--- src/rtl/arcade_ce_gen.sv ---
// arcade_ce_gen: fractional pixel clock-enable generator for arcade cores.
// A NUM/DEN phase accumulator produces ce_pix, and ce_half marks every second
// ce_pix. Two numerators give a native and a scandoubled rate. A rate change
// is held back until a frame boundary (or a timeout), so that no line is
// drawn with mixed pixel widths.
module arcade_ce_gen #(
  parameter int ACC_W   = 16,
  parameter int DEN     = 4,
  parameter int NUM_LO  = 1,
  parameter int NUM_HI  = 2,
  parameter int TIMEOUT = 1048576
) (
  input  logic clk,
  input  logic reset_n,
  input  logic hi_rate_req,
  input  logic frame_sync,
  output logic ce_pix,
  output logic ce_half,
  output logic hi_rate,
  output logic switched
);

  localparam int CNT_W = $clog2(TIMEOUT + 1);

  localparam logic [0:0] ST_IDLE = 1'b0;
  localparam logic [0:0] ST_WAIT = 1'b1;

  localparam logic [ACC_W:0] DEN_C    = (ACC_W + 1)'(DEN);
  localparam logic [ACC_W:0] NUM_LO_C = (ACC_W + 1)'(NUM_LO);
  localparam logic [ACC_W:0] NUM_HI_C = (ACC_W + 1)'(NUM_HI);
  localparam logic [CNT_W-1:0] TIMEOUT_C = CNT_W'(TIMEOUT);

  logic             sync1_q, sync1_d;
  logic             sync2_q, sync2_d;
  logic             fs_prev_q, fs_prev_d;
  logic [ACC_W-1:0] acc_q, acc_d;
  logic             ce_pix_q, ce_pix_d;
  logic             ce_half_q, ce_half_d;
  logic             half_ph_q, half_ph_d;
  logic             hi_rate_q, hi_rate_d;
  logic             switched_q, switched_d;
  logic [0:0]       state_q, state_d;
  logic [CNT_W-1:0] cnt_q, cnt_d;

  logic             req_s;
  logic             pending;
  logic             fs_rise;
  logic             apply;
  logic             wrap;
  logic [ACC_W:0]   inc;
  logic [ACC_W:0]   sum;
  logic [ACC_W:0]   acc_next;

  // Next-state logic: synchroniser, frame edge detect, switch control and accumulator.
  always_comb begin
    sync1_d    = hi_rate_req;
    sync2_d    = sync1_q;
    fs_prev_d  = frame_sync;

    req_s      = sync2_q;
    pending    = (req_s != hi_rate_q);
    fs_rise    = frame_sync & ~fs_prev_q;

    inc        = hi_rate_q ? NUM_HI_C : NUM_LO_C;
    sum        = {1'b0, acc_q} + inc;
    wrap       = (sum >= DEN_C);
    acc_next   = wrap ? (sum - DEN_C) : sum;

    apply      = (state_q == ST_WAIT) && pending && (fs_rise || (cnt_q == TIMEOUT_C));

    acc_d      = acc_q;
    ce_pix_d   = 1'b0;
    ce_half_d  = 1'b0;
    half_ph_d  = half_ph_q;
    hi_rate_d  = hi_rate_q;
    switched_d = 1'b0;
    state_d    = state_q;
    cnt_d      = cnt_q;

    if (apply) begin
      // A rate change restarts the cadence from zero; any wrap this cycle is dropped.
      acc_d      = '0;
      half_ph_d  = 1'b0;
      hi_rate_d  = req_s;
      switched_d = 1'b1;
      state_d    = ST_IDLE;
      cnt_d      = '0;
    end else begin
      acc_d    = acc_next[ACC_W-1:0];
      ce_pix_d = wrap;
      if (wrap) begin
        half_ph_d = ~half_ph_q;
        ce_half_d = half_ph_q;
      end
      if (pending) begin
        state_d = ST_WAIT;
        cnt_d   = (cnt_q == TIMEOUT_C) ? cnt_q : cnt_q + CNT_W'(1);
      end else begin
        state_d = ST_IDLE;
        cnt_d   = '0;
      end
    end
  end

  // State registers with asynchronous active-low reset.
  always_ff @(posedge clk or negedge reset_n) begin
    if (!reset_n) begin
      sync1_q    <= 1'b0;
      sync2_q    <= 1'b0;
      fs_prev_q  <= 1'b0;
      acc_q      <= '0;
      ce_pix_q   <= 1'b0;
      ce_half_q  <= 1'b0;
      half_ph_q  <= 1'b0;
      hi_rate_q  <= 1'b0;
      switched_q <= 1'b0;
      state_q    <= ST_IDLE;
      cnt_q      <= '0;
    end else begin
      sync1_q    <= sync1_d;
      sync2_q    <= sync2_d;
      fs_prev_q  <= fs_prev_d;
      acc_q      <= acc_d;
      ce_pix_q   <= ce_pix_d;
      ce_half_q  <= ce_half_d;
      half_ph_q  <= half_ph_d;
      hi_rate_q  <= hi_rate_d;
      switched_q <= switched_d;
      state_q    <= state_d;
      cnt_q      <= cnt_d;
    end
  end

  assign ce_pix   = ce_pix_q;
  assign ce_half  = ce_half_q;
  assign hi_rate  = hi_rate_q;
  assign switched = switched_q;

endmodule

--- config.mk ---
export PLATFORM = sky130hd
export DESIGN_NAME = arcade_ce_gen
export DESIGN_NICKNAME = d
export VERILOG_FILES = /design/src/rtl/arcade_ce_gen.sv
export SDC_FILE = /design/constraint.sdc
export NUM_CORES = 1
export LEC_CHECK = 0
export ABC_AREA = 1
export BUFFER_PORTS_ARGS = -buffer_cell sky130_fd_sc_hd__buf_2
export CORE_MARGIN = 10
export CORE_UTILIZATION = 45
export CTS_BUF_LIST = sky130_fd_sc_hd__clkbuf_4 sky130_fd_sc_hd__clkbuf_8
export DETAILED_ROUTE_END_ITERATION = 10
export GPL_TIMING_DRIVEN = 0
export REMOVE_ABC_BUFFERS = 1
export SYNTH_ARGS = -nofsm -noshare
export SYNTH_HDL_FRONTEND = slang
export SYNTH_SLANG_ARGS = --single-unit
--- constraint.sdc ---
create_clock -name clk -period 7.9 [get_ports clk]
set_input_delay 0.395 -clock clk [delete_from_list [all_inputs] [get_ports clk]]
set_output_delay 0.395 -clock clk [all_outputs]
set_load 0.1 [all_outputs]
==> reports/qor.yml, run 1 <==
tightest_slew_ns: 1.02
post-cts-setup-buffer-count: 0
rr_endpoint: "acc_q[15]"
async_flop_share_pct: 100
r2r_slack_ns: 5.07
multi_input_area_um2: 1580
worstPathArrival_ns: 3.02
r2r-start: "hi_rate"
wirelength_met1_mm: 2.90
firstDrtPassIters: 4
core_area_um2: 6420
hold_ws_ns: 0.189
wl_met2_mm: 2.95
drv_slew: 0
post_cts_resized: 0
die_h_um: 102
grt_pass1_wl_mm: 11.0
synthToLayoutAreaGrowth_pct: 6.48
ys_seq_area_share_pct: 38.2
drv_cap: 0
ys_ff_latch: 46
io_pins: 8
grtUsageTotal_pct: 13.2
crit_slowest_cell: "dfrtp_1"
synth-edff-count: 0
holdPathEnd: "sync1_q"
drtIter0Drc: 73
hp-start: "hi_rate_req"
cts_made_buffers: 5
hold_buffers: 0
seqCellArea_um2: 1150
ys.flop_type: "dfrtp_1"
r2r_cells: 15
slew_headroom_pct: 31.7
fillCellCount: 660
p_leak_nw: 1.56
crit_type: "reg2reg"
dieWidth_um: 102
wl_met3_um: 167
skew_ns: 0.0151
dp_hpwl_mm: 4.74
htree_num_levels: 2
endpoint_kind: "flip-flop"
ys_top_cells_by_count: "nand2_1 (96), inv_1 (65), nor2_1 (60)"
yosys_warnings: 0
rows: 29
grt_max_degree: 47
min_delay_path_depth: 1
diodes: 0
setup_tns_ns: 0
crit_start: "hi_rate"
hold_viol: 0
clock_latency_ns: 0.31
routed_wl_mm: 6.15
initial_core_util_pct: 46.9
rsz0062_at_grt: "no"
antenna_found_initial: 0
yosysTopAreaCell: "dfrtp_1"
fin_area_um2: 3210
ir_drop_uv: 130
path_max_fanout: 11
period_needed_ns: 2.83
dpl_cell_area_um2: 3120
maxClockFrequency_mhz: 353
fin_crit_sh_pct: 35.9
outcome: "finished, final reports clean"
post-place-cells: 501
synth_top_cell_area_share_pct: 38.2
crit_chain: "inv_1, ha_1, fa_1, inv_1, nand2_1, nand2_1, nand3_1, nor2_1, nand3_2, nor2_4, nand2_2, nor2_4, nand2_4, nand2_4, nor2_1"
fin_cells: 509
cts-root-buf: "clkbuf_8"
num-nets-final: 442
die-area_um2: 10400
synth_area_um2: 3010
path_clk_slew_ns: 0.09
syn_avg_cell_area_um2: 7.17
ys_top_cells_by_area: "dfrtp_1 (38%), nand2_1 (12%), inv_1 (8.1%), nor2_1 (7.5%), nand3_1 (6.2%)"
gp_congestion: 0.852
netlist_instances: 420
synthMostInstantiatedCell: "nand2_1"
drtAntennaViolNets: 0
port_buffers: 7
gr-total-overflow: 0
vias_per_cell: 4.91
first_global_vias: 2424
cts.path.max_buffers: 2
start_kind: "flip-flop"
cts_tree: "done"
drcViolationCount: 0
final-setup-viol-count: 0
wl_per_cell_um: 12.1
cts_num_sinks: 46
crit_required_ns: 8.09
highest_layer: "met4"
drive_gt1_share_pct: 12.7
ys_types: 28
vias: 2498
hold_class: "in2reg"
max_stage_delay_ns: 0.47
p_per_area_nw_per_um2: 324
## layout by cell type, fill, tap and decap left out, types with 2 or more instances in the layout
cell type   n
clkbuf_8    5
nand3_2     2
nor2_2     14
inv_2       3
nor2_1     60
a21oi_1     9
nand3_1    37
nand2_1    96
o21a_1      2
xnor2_1     3
o21ai_1     3
nor3_1     10
nand4_1    15
ha_1        6
dfrtp_1    46
xor2_1     13
o21ai_0     6
nand2_4     3
nor4_1      2
nor2_4      7
inv_1      65
nand2_2    11
buf_2       7
## where the power goes
group          switching, mW  internal (mW)
Clock                 0.0818         0.0660
Combinational          0.369          0.170
Sequential            0.0606          0.292
Total                  0.511          0.528
## cells by family after synthesis
kind of cell / share of synthesized area, %
compound gates: 3.95
buf+inv: 9.35
simple gates: 40.6
fa+ha+maj: 3.16
xor+xnor: 4.66
flops: 38.2
## area by class of cell
class	instances	share of cell area, %
Clock buffer	6	2.38
Timing Repair Buffer	7	1.09
Clock inverter	2	0.429
Tap cell	77	3.01
Inverter	68	7.96
Sequential cell	46	35.9
Multi-Input combinational cell	303	49.2
## critical path: cells and delay by family, from the launching register on
kind	cells	cell delay, ns
fa+ha+maj	2	0.72
buf+inv	2	0.19
flops	1	0.47
simple gates	11	1.33
## worst max path at each step
stage | slack (ns) | cells after the start | end
after floorplan | 4.74 | 15 | acc_q[15]
after global routing | 4.81 | 15 | acc_q[15]
final | 5.07 | 15 | acc_q[15]
after detailed placement | 5.06 | 15 | acc_q[15]
after global placement | 5.12 | 15 | acc_q[15]
after CTS | 5.04 | 15 | acc_q[15]
## per-stage QoR
stage	power (mW)	util, %	setup WS [ns]
after floorplan	0.784	-	4.74
after global placement	0.887	48.5	5.12
after detailed placement	0.897	48.5	5.06
after CTS	1.05	49.9	5.04
after global routing	1.14	49.9	4.81
final	1.04	49.9	5.07
## registers in the layout (all words and copies together) (netlist names)
| name | flops |
|---|---|
| acc_q | 16 |
| ce_half | 1 |
| ce_pix | 1 |
| cnt_q | 21 |
| fs_prev_q | 1 |
| half_ph_q | 1 |
| hi_rate | 1 |
| req_s | 1 |
| state_q | 1 |
| switched | 1 |
| sync1_q | 1 |
## layer usage
| metal | global-route usage, % | up-vias |
|---|---|---|
| li1 | - | 1330 |
| met1 | 16.3 | 1126 |
| met2 | 22.1 | 32 |
| met3 | 2.52 | 10 |
| met4 | 5.39 | 0 |
| met5 | 0 | - |
No activity file was read; power rests on OpenSTA's default activity.
==> run 2, diff against run 1 <==
==> constraint.sdc (replaced) <==
create_clock -name clk -period 2.5 [get_ports clk]
set_input_delay 0.125 -clock clk [delete_from_list [all_inputs] [get_ports clk]]
set_output_delay 0.125 -clock clk [all_outputs]
set_load 0.1 [all_outputs]
==> reports/qor.yml, run 2 (same netlist as run 1, synthesis figures left out) <==
outcome: "complete, but fails checks"  # was finished, final reports clean
violations: "hold timing"
synthToLayoutAreaGrowth_pct: 14.3  # was 6.48%
gr-total-overflow: 0  # unchanged
drive_gt1_share_pct: 19.1  # was 12.7%
vias_per_cell: 4.95  # was 4.91
fillCellCount: 648  # was 660
final-setup-viol-count: 0  # unchanged
final_cell_mix: "nand2_1 (93), inv_1 (62), nor2_1 (55)"  # was nand2_1 (96), inv_1 (65), nor2_1 (60)
first_global_vias: 2473  # was 2424
endpoint_kind: "flip-flop"  # unchanged
drtAntennaViolNets: 0  # unchanged
start_kind: "flip-flop"  # unchanged
p_total_mw: 3.61  # was 1.04 mW
final_util_pct: 53.6  # was 49.9%
hold_ws_ns: -0.00817  # was 0.189 ns
core_area_um2: 6420  # unchanged
skew_ns: 0.0149  # was 0.0151 ns
top_register: "cnt_q"  # unchanged
crit_required_ns: 2.70  # was 8.09 ns
rows: 29  # unchanged
gp_congestion: 0.852  # unchanged
largest_reg_flops: 21  # unchanged
fin_area_um2: 3440  # was 3210 um^2
cts_num_sinks: 46  # unchanged
rsz0062_at_grt: "yes"  # was no
worstPathArrival_ns: 2.68  # was 3.02 ns
ir_drop_uv: 455  # was 130 uV
firstDrtPassIters: 4  # unchanged
cts_tree: "done"  # unchanged
path_clk_slew_ns: 0.09  # about the same
cts_made_buffers: 5  # unchanged
io_pins: 8  # unchanged
layout_commonest_cell: "nand2_1"  # unchanged
maxClockFrequency_mhz: 402  # was 353 MHz
htree_num_levels: 2  # unchanged
num-nets-final: 455  # was 442
r2r-start: "hi_rate"  # unchanged
die_h_um: 102  # unchanged
dpl_cell_area_um2: 3120  # unchanged
crit_start: "hi_rate"  # unchanged
port_buffers: 7  # unchanged
fin_crit_sh_pct: 99.4  # was 35.9%
drcViolationCount: 0  # unchanged
cts-root-buf: "clkbuf_8"  # unchanged
period_needed_ns: 2.49  # was 2.83 ns
crit_chain: "inv_2, ha_4, fa_2, nand2_4, buf_6, inv_2, nand3_2, nand2_1, nand2_2, nand3_2, nor2_4, nand2_2, nor2_4, nand2_8, nand2_8, nor2_2"  # was inv_1, ha_1, fa_1, inv_1, nand2_1, nand2_1, nand3_1, nor2_1, nand3_2, nor2_4, nand2_2, nor2_4, nand2_4, nand2_4, nor2_1
p_per_area_nw_per_um2: 1050  # was 324 nW/um^2
hold_viol: 4  # was 0
cts.path.max_buffers: 2  # unchanged
drtIter0Drc: 97  # was 73
tightest_slew_ns: 1.03  # was 1.02 ns
max_stage_delay_ns: 0.39  # was 0.47 ns
fin_ws_ns: 0.0142  # was 5.07 ns
dp_hpwl_mm: 4.74  # unchanged
slew_headroom_pct: 31.5  # was 31.7%
path_max_fanout: 8  # was 11
die-area_um2: 10400  # unchanged
wl_per_cell_um: 12.5  # was 12.1 um
vias: 2586  # was 2498
initial_core_util_pct: 46.9  # unchanged
crit_type: "reg2reg"  # unchanged
grtUsageTotal_pct: 13.5  # was 13.2%
grt_pass1_wl_mm: 11.3  # was 11.0 mm
drv_cap: 0  # unchanged
grt_max_degree: 47  # unchanged
antenna_found_initial: 0  # unchanged
r2r_slack_ns: 0.01  # was 5.07 ns
crit_slowest_cell: "dfrtp_2"  # was dfrtp_1
drv_slew: 0  # unchanged
dieWidth_um: 102  # unchanged
place_ws_ns: -0.342  # was 5.06 ns
diodes: 0  # unchanged
hold_class: "in2async"  # was in2reg
p_leak_nw: 1.64  # was 1.56 nW
routed_wl_mm: 6.51  # was 6.15 mm
top_regs: "cnt_q x21, acc_q x16"  # unchanged
clock_latency_ns: 0.31  # about the same
run 2: changes by cell type in the layout (fill, tap and decap cells not counted), moves of 2 or more:
cell / previous run / this run
inv_1: 65 / 62
nor2_4: 7 / 11
nand3_2: 2 / 6
inv_2: 3 / 6
nand2_1: 96 / 93
nor2_1: 60 / 55
nand3_1: 37 / 32
nand2_8: 0 / 3
dlygate4sd3_1: 0 / 2
buf_4: 0 / 8
nand2_2: 11 / 13
buf_6: 0 / 2
run 2: final cells by class:
class	instances	area (um^2)	area share, %
tap	77	96.3	2.80
inverter	68	255	7.42
multi-input combinational	304	1710	49.7
clock buffer	6	76.3	2.22
timing repair buffer	19	138	4.00
clock inverter	2	13.8	0.400
sequential	46	1150	33.5
run 2: routing by layer:
metal | part of all wire [%] | GRT usage, % | routed length [um] | vias up
li1 | - | - | - | 1363
met1 | 47 | 16.4 | 3030 | 1184
met3 | 1.8 | 2.45 | 114 | 8
met5 | 0 | 0 | 0 | -
met4 | 1.6 | 5.06 | 107 | 0
met2 | 50 | 23.3 | 3260 | 31
run 2: repair_timing:
| item | 4_1_cts | 5_1_grt |
|---|---|---|
| hold buffers | 2 | 0 |
| setup endpoints to repair | 17 | 24 |
| setup buffers | 4 | 6 |
| resized for setup | 8 | 23 |
| cloned | 1 | 0 |
| pin swaps | 6 | 13 |
| hold endpoints to repair | 2 | 0 |
run 2: metrics by stage:
step | setup TNS, ns | cells
finish | 0 | 522
detailed placement | -4.62 | 501
global route | -1.36 | 522
global placement | -3.58 | 501
CTS | 0 | 516
floorplan | -10.34 | 417
run 2: worst max-delay path: cells and delay by family, from the launching register on:
kind | cells | cell delay, ns
flip-flops | 1 | 0.39
adder cells (fa/ha/maj) | 2 | 0.55
buffers and inverters | 3 | 0.21
AND/OR/NAND/NOR | 11 | 1.22
run 2: path summary, 6_finish.rpt:
kind                        endpoint  cells past startpoint
max reg2reg                acc_q[12]                     16
max                        acc_q[12]                     16
min in group clk               req_s                      0
min reg2reg                    req_s                      0
max in group asynchronous    hi_rate                      1
min                         cnt_q[5]                      1
run 2: report_power, final:
group	total, mW	switching [mW]	internal [mW]
Sequential	1.11	0.189	0.924
Combinational	2.04	1.33	0.707
Clock	0.463	0.255	0.208
Total	3.61	1.77	1.84
==> run 3, diff against run 2 <==
--- a/config.mk
+++ b/config.mk
@@ -7,7 +7,7 @@
 export LEC_CHECK = 0
 export ABC_AREA = 1
 export BUFFER_PORTS_ARGS = -buffer_cell sky130_fd_sc_hd__buf_2
-export CORE_MARGIN = 10
+export CORE_MARGIN = 2
 export CORE_UTILIZATION = 45
 export CTS_BUF_LIST = sky130_fd_sc_hd__clkbuf_4 sky130_fd_sc_hd__clkbuf_8
 export DETAILED_ROUTE_END_ITERATION = 10
==> reports/qor.yml, run 3 (same netlist as run 1, synthesis figures left out) <==
outcome: "complete, but fails checks"  # unchanged
violations: "hold timing"  # unchanged
io_pins: 8  # unchanged
routed_wl_mm: 6.34  # was 6.51 mm
path_max_fanout: 8  # unchanged
cts.path.max_buffers: 2  # unchanged
layout_commonest_cell: "nand2_1"  # unchanged
gr-max-usage-layer: "met2"  # unchanged
htree_num_levels: 2  # unchanged
port_buffers: 7  # unchanged
crit_chain: "buf_6, fa_2, nand2_4, buf_6, inv_2, nand3_2, nand2_2, nand2_2, nand3_2, nor2_4, nand2_2, nor2_4, nand2_4, nand2_8, nor2_2"  # was inv_2, ha_4, fa_2, nand2_4, buf_6, inv_2, nand3_2, nand2_1, nand2_2, nand3_2, nor2_4, nand2_2, nor2_4, nand2_8, nand2_8, nor2_2
period_needed_ns: 2.40  # was 2.49 ns
crit_slowest_cell: "fa_2"  # was dfrtp_2
crit_start: "hi_rate"  # unchanged
hold_viol: 4  # unchanged
drtAntennaViolNets: 0  # unchanged
max_stage_delay_ns: 0.43  # was 0.39 ns
place_ws_ns: -0.322  # was -0.342 ns
cp_common_cell: "nand2_2"
drv_cap: 0  # unchanged
drtIter0Drc: 71  # was 97
clock_latency_ns: 0.30  # was 0.31 ns
drv_slew: 0  # unchanged
gp_congestion: 0.847  # was 0.852
seqCellArea_um2: 1150  # unchanged
num-nets-final: 451  # was 455
cts-root-buf: "clkbuf_8"  # unchanged
p_per_area_nw_per_um2: 1040  # was 1050 nW/um^2
final_cell_mix: "nand2_1 (91), inv_1 (62), nor2_1 (55)"  # was nand2_1 (93), inv_1 (62), nor2_1 (55)
gr-total-overflow: 0  # unchanged
core_area_um2: 6420  # unchanged
dieWidth_um: 85.8  # was 102 um
crit_required_ns: 2.70  # about the same
rsz0062_at_grt: "yes"  # unchanged
grt_pass1_wl_mm: 11.4  # was 11.3 mm
cts_made_buffers: 5  # unchanged
ir_drop_uv: 423  # was 455 uV
r2r_slack_ns: 0.10  # was 0.01 ns
r2r-start: "hi_rate"  # unchanged
grt_use_met2_pct: 33.3  # was 23.3%
endpoint_kind: "flip-flop"  # unchanged
firstDrtPassIters: 4  # unchanged
die-area_um2: 7360  # was 10400 um^2
start_kind: "flip-flop"  # unchanged
grt_max_degree: 47  # unchanged
largest_reg_flops: 21  # unchanged
antenna_found_initial: 0  # unchanged
drcViolationCount: 0  # unchanged
multi_input_area_um2: 1720  # was 1710 um^2
hold_class: "in2async"  # unchanged
cts_num_sinks: 46  # unchanged
first_global_vias: 2495  # was 2473
initial_core_util_pct: 46.9  # unchanged
r2r_cells: 15  # was 16
top_regs: "cnt_q x21, acc_q x16"  # unchanged
final-setup-viol-count: 0  # unchanged
dp_hpwl_mm: 4.65  # was 4.74 mm
top_register: "cnt_q"  # unchanged
fin_crit_sh_pct: 96.0  # was 99.4%
crit_type: "reg2reg"  # unchanged
fin_ws_ns: 0.101  # was 0.0142 ns
diodes: 0  # unchanged
hold_ws_ns: -0.0106  # was -0.00817 ns
fillCellCount: 636  # was 648
use_met3_pct: 2.98  # was 2.45%
die_h_um: 85.8  # was 102 um
drive_gt1_share_pct: 18.8  # was 19.1%
rows: 29  # unchanged
worstPathArrival_ns: 2.60  # was 2.68 ns
path_clk_slew_ns: 0.09  # about the same
p_leak_nw: 1.61  # was 1.64 nW
vias: 2585  # was 2586
wl_per_cell_um: 12.2  # was 12.5 um
cts_tree: "done"  # unchanged
cp-endpoint: "acc_q[4]"  # was acc_q[12]
rr_endpoint: "acc_q[4]"  # was acc_q[12]
grtUsageMet1_pct: 25.2  # was 16.4%
vias_per_cell: 4.99  # was 4.95
maxClockFrequency_mhz: 417  # was 402 MHz
skew_ns: 0.00951  # was 0.0149 ns
grtUsageTotal_pct: 19.3  # was 13.5%
slew_headroom_pct: 31.8  # was 31.5%
synthToLayoutAreaGrowth_pct: 13.8  # was 14.3%
tightest_slew_ns: 1.02  # was 1.03 ns
## run 3: changes by cell type in the layout (fill, tap and decap cells not counted), sizes merged
cell      change
clkinvlp      +1
buf           -4
clkbuf        -1
## run 3: timing repair
item                                    CTS  global route
endpoints found under the setup margin   17            24
setup buffers                             3             3
gates resized for setup                   8            28
pin swaps                                 4            16
endpoints found under the hold margin     2             0
gates cloned                              1             0
hold buffers                              2             0
## run 3: through the flow
stage               cell area [um^2]  TNS, ns  utilization, %  power, mW  std cells
floorplan                       2980   -10.34               -       2.48        417
global placement                3120    -3.58            48.5       2.80        501
detailed placement              3120    -4.23            48.5       2.83        501
CTS                             3290        0            51.2       3.40        515
global route                    3420   -0.512            53.3       3.88        518
finish                          3420        0            53.3       3.57        518
## run 3: where the power goes
group	internal [mW]	total, mW	leakage [nW]	switching [mW]
Combinational	0.683	2.00	0.969	1.32
Sequential	0.924	1.11	0.597	0.191
Clock	0.197	0.457	0.0441	0.260
Total	1.80	3.57	1.61	1.77
## run 3: worst min path at each step
stage,from,endpoint,slack [ns],cells after the start
final,reset_n,cnt_q[5],-0.01,1
after global routing,reset_n,cnt_q[0],0.08,1
after CTS,reset_n,switched,0.04,1
after detailed placement,hi_rate_req,sync1_q,0.24,1
after global placement,hi_rate_req,sync1_q,0.23,1
after floorplan,reset_n,acc_q[0],-0.17,0
## run 3: final cells by class
| type | instances | share of cell area (%) |
|---|---|---|
| Clock inverter | 3 | 0.621 |
| Inverter | 68 | 7.45 |
| Clock buffer | 5 | 2.01 |
| Multi-Input combinational cell | 304 | 50.2 |
| Sequential cell | 46 | 33.7 |
| Timing Repair Buffer | 15 | 3.25 |
| Tap cell | 77 | 2.81 |
## run 3: worst max-delay path, delay by kind of cell (launching register included)
family / cells / cell delay, ns
and+or+nand+nor: 11 / 1.16
buffers and inverters: 3 / 0.28
DFF: 1 / 0.42
adders and majority gates: 1 / 0.43
## run 3: per-layer routing
| metal | share of wire (%) | vias up |
|---|---|---|
| li1 | - | 1354 |
| met1 | 47 | 1195 |
| met2 | 49 | 27 |
| met3 | 1.9 | 9 |
| met4 | 1.8 | 0 |
| met5 | 0 | - |
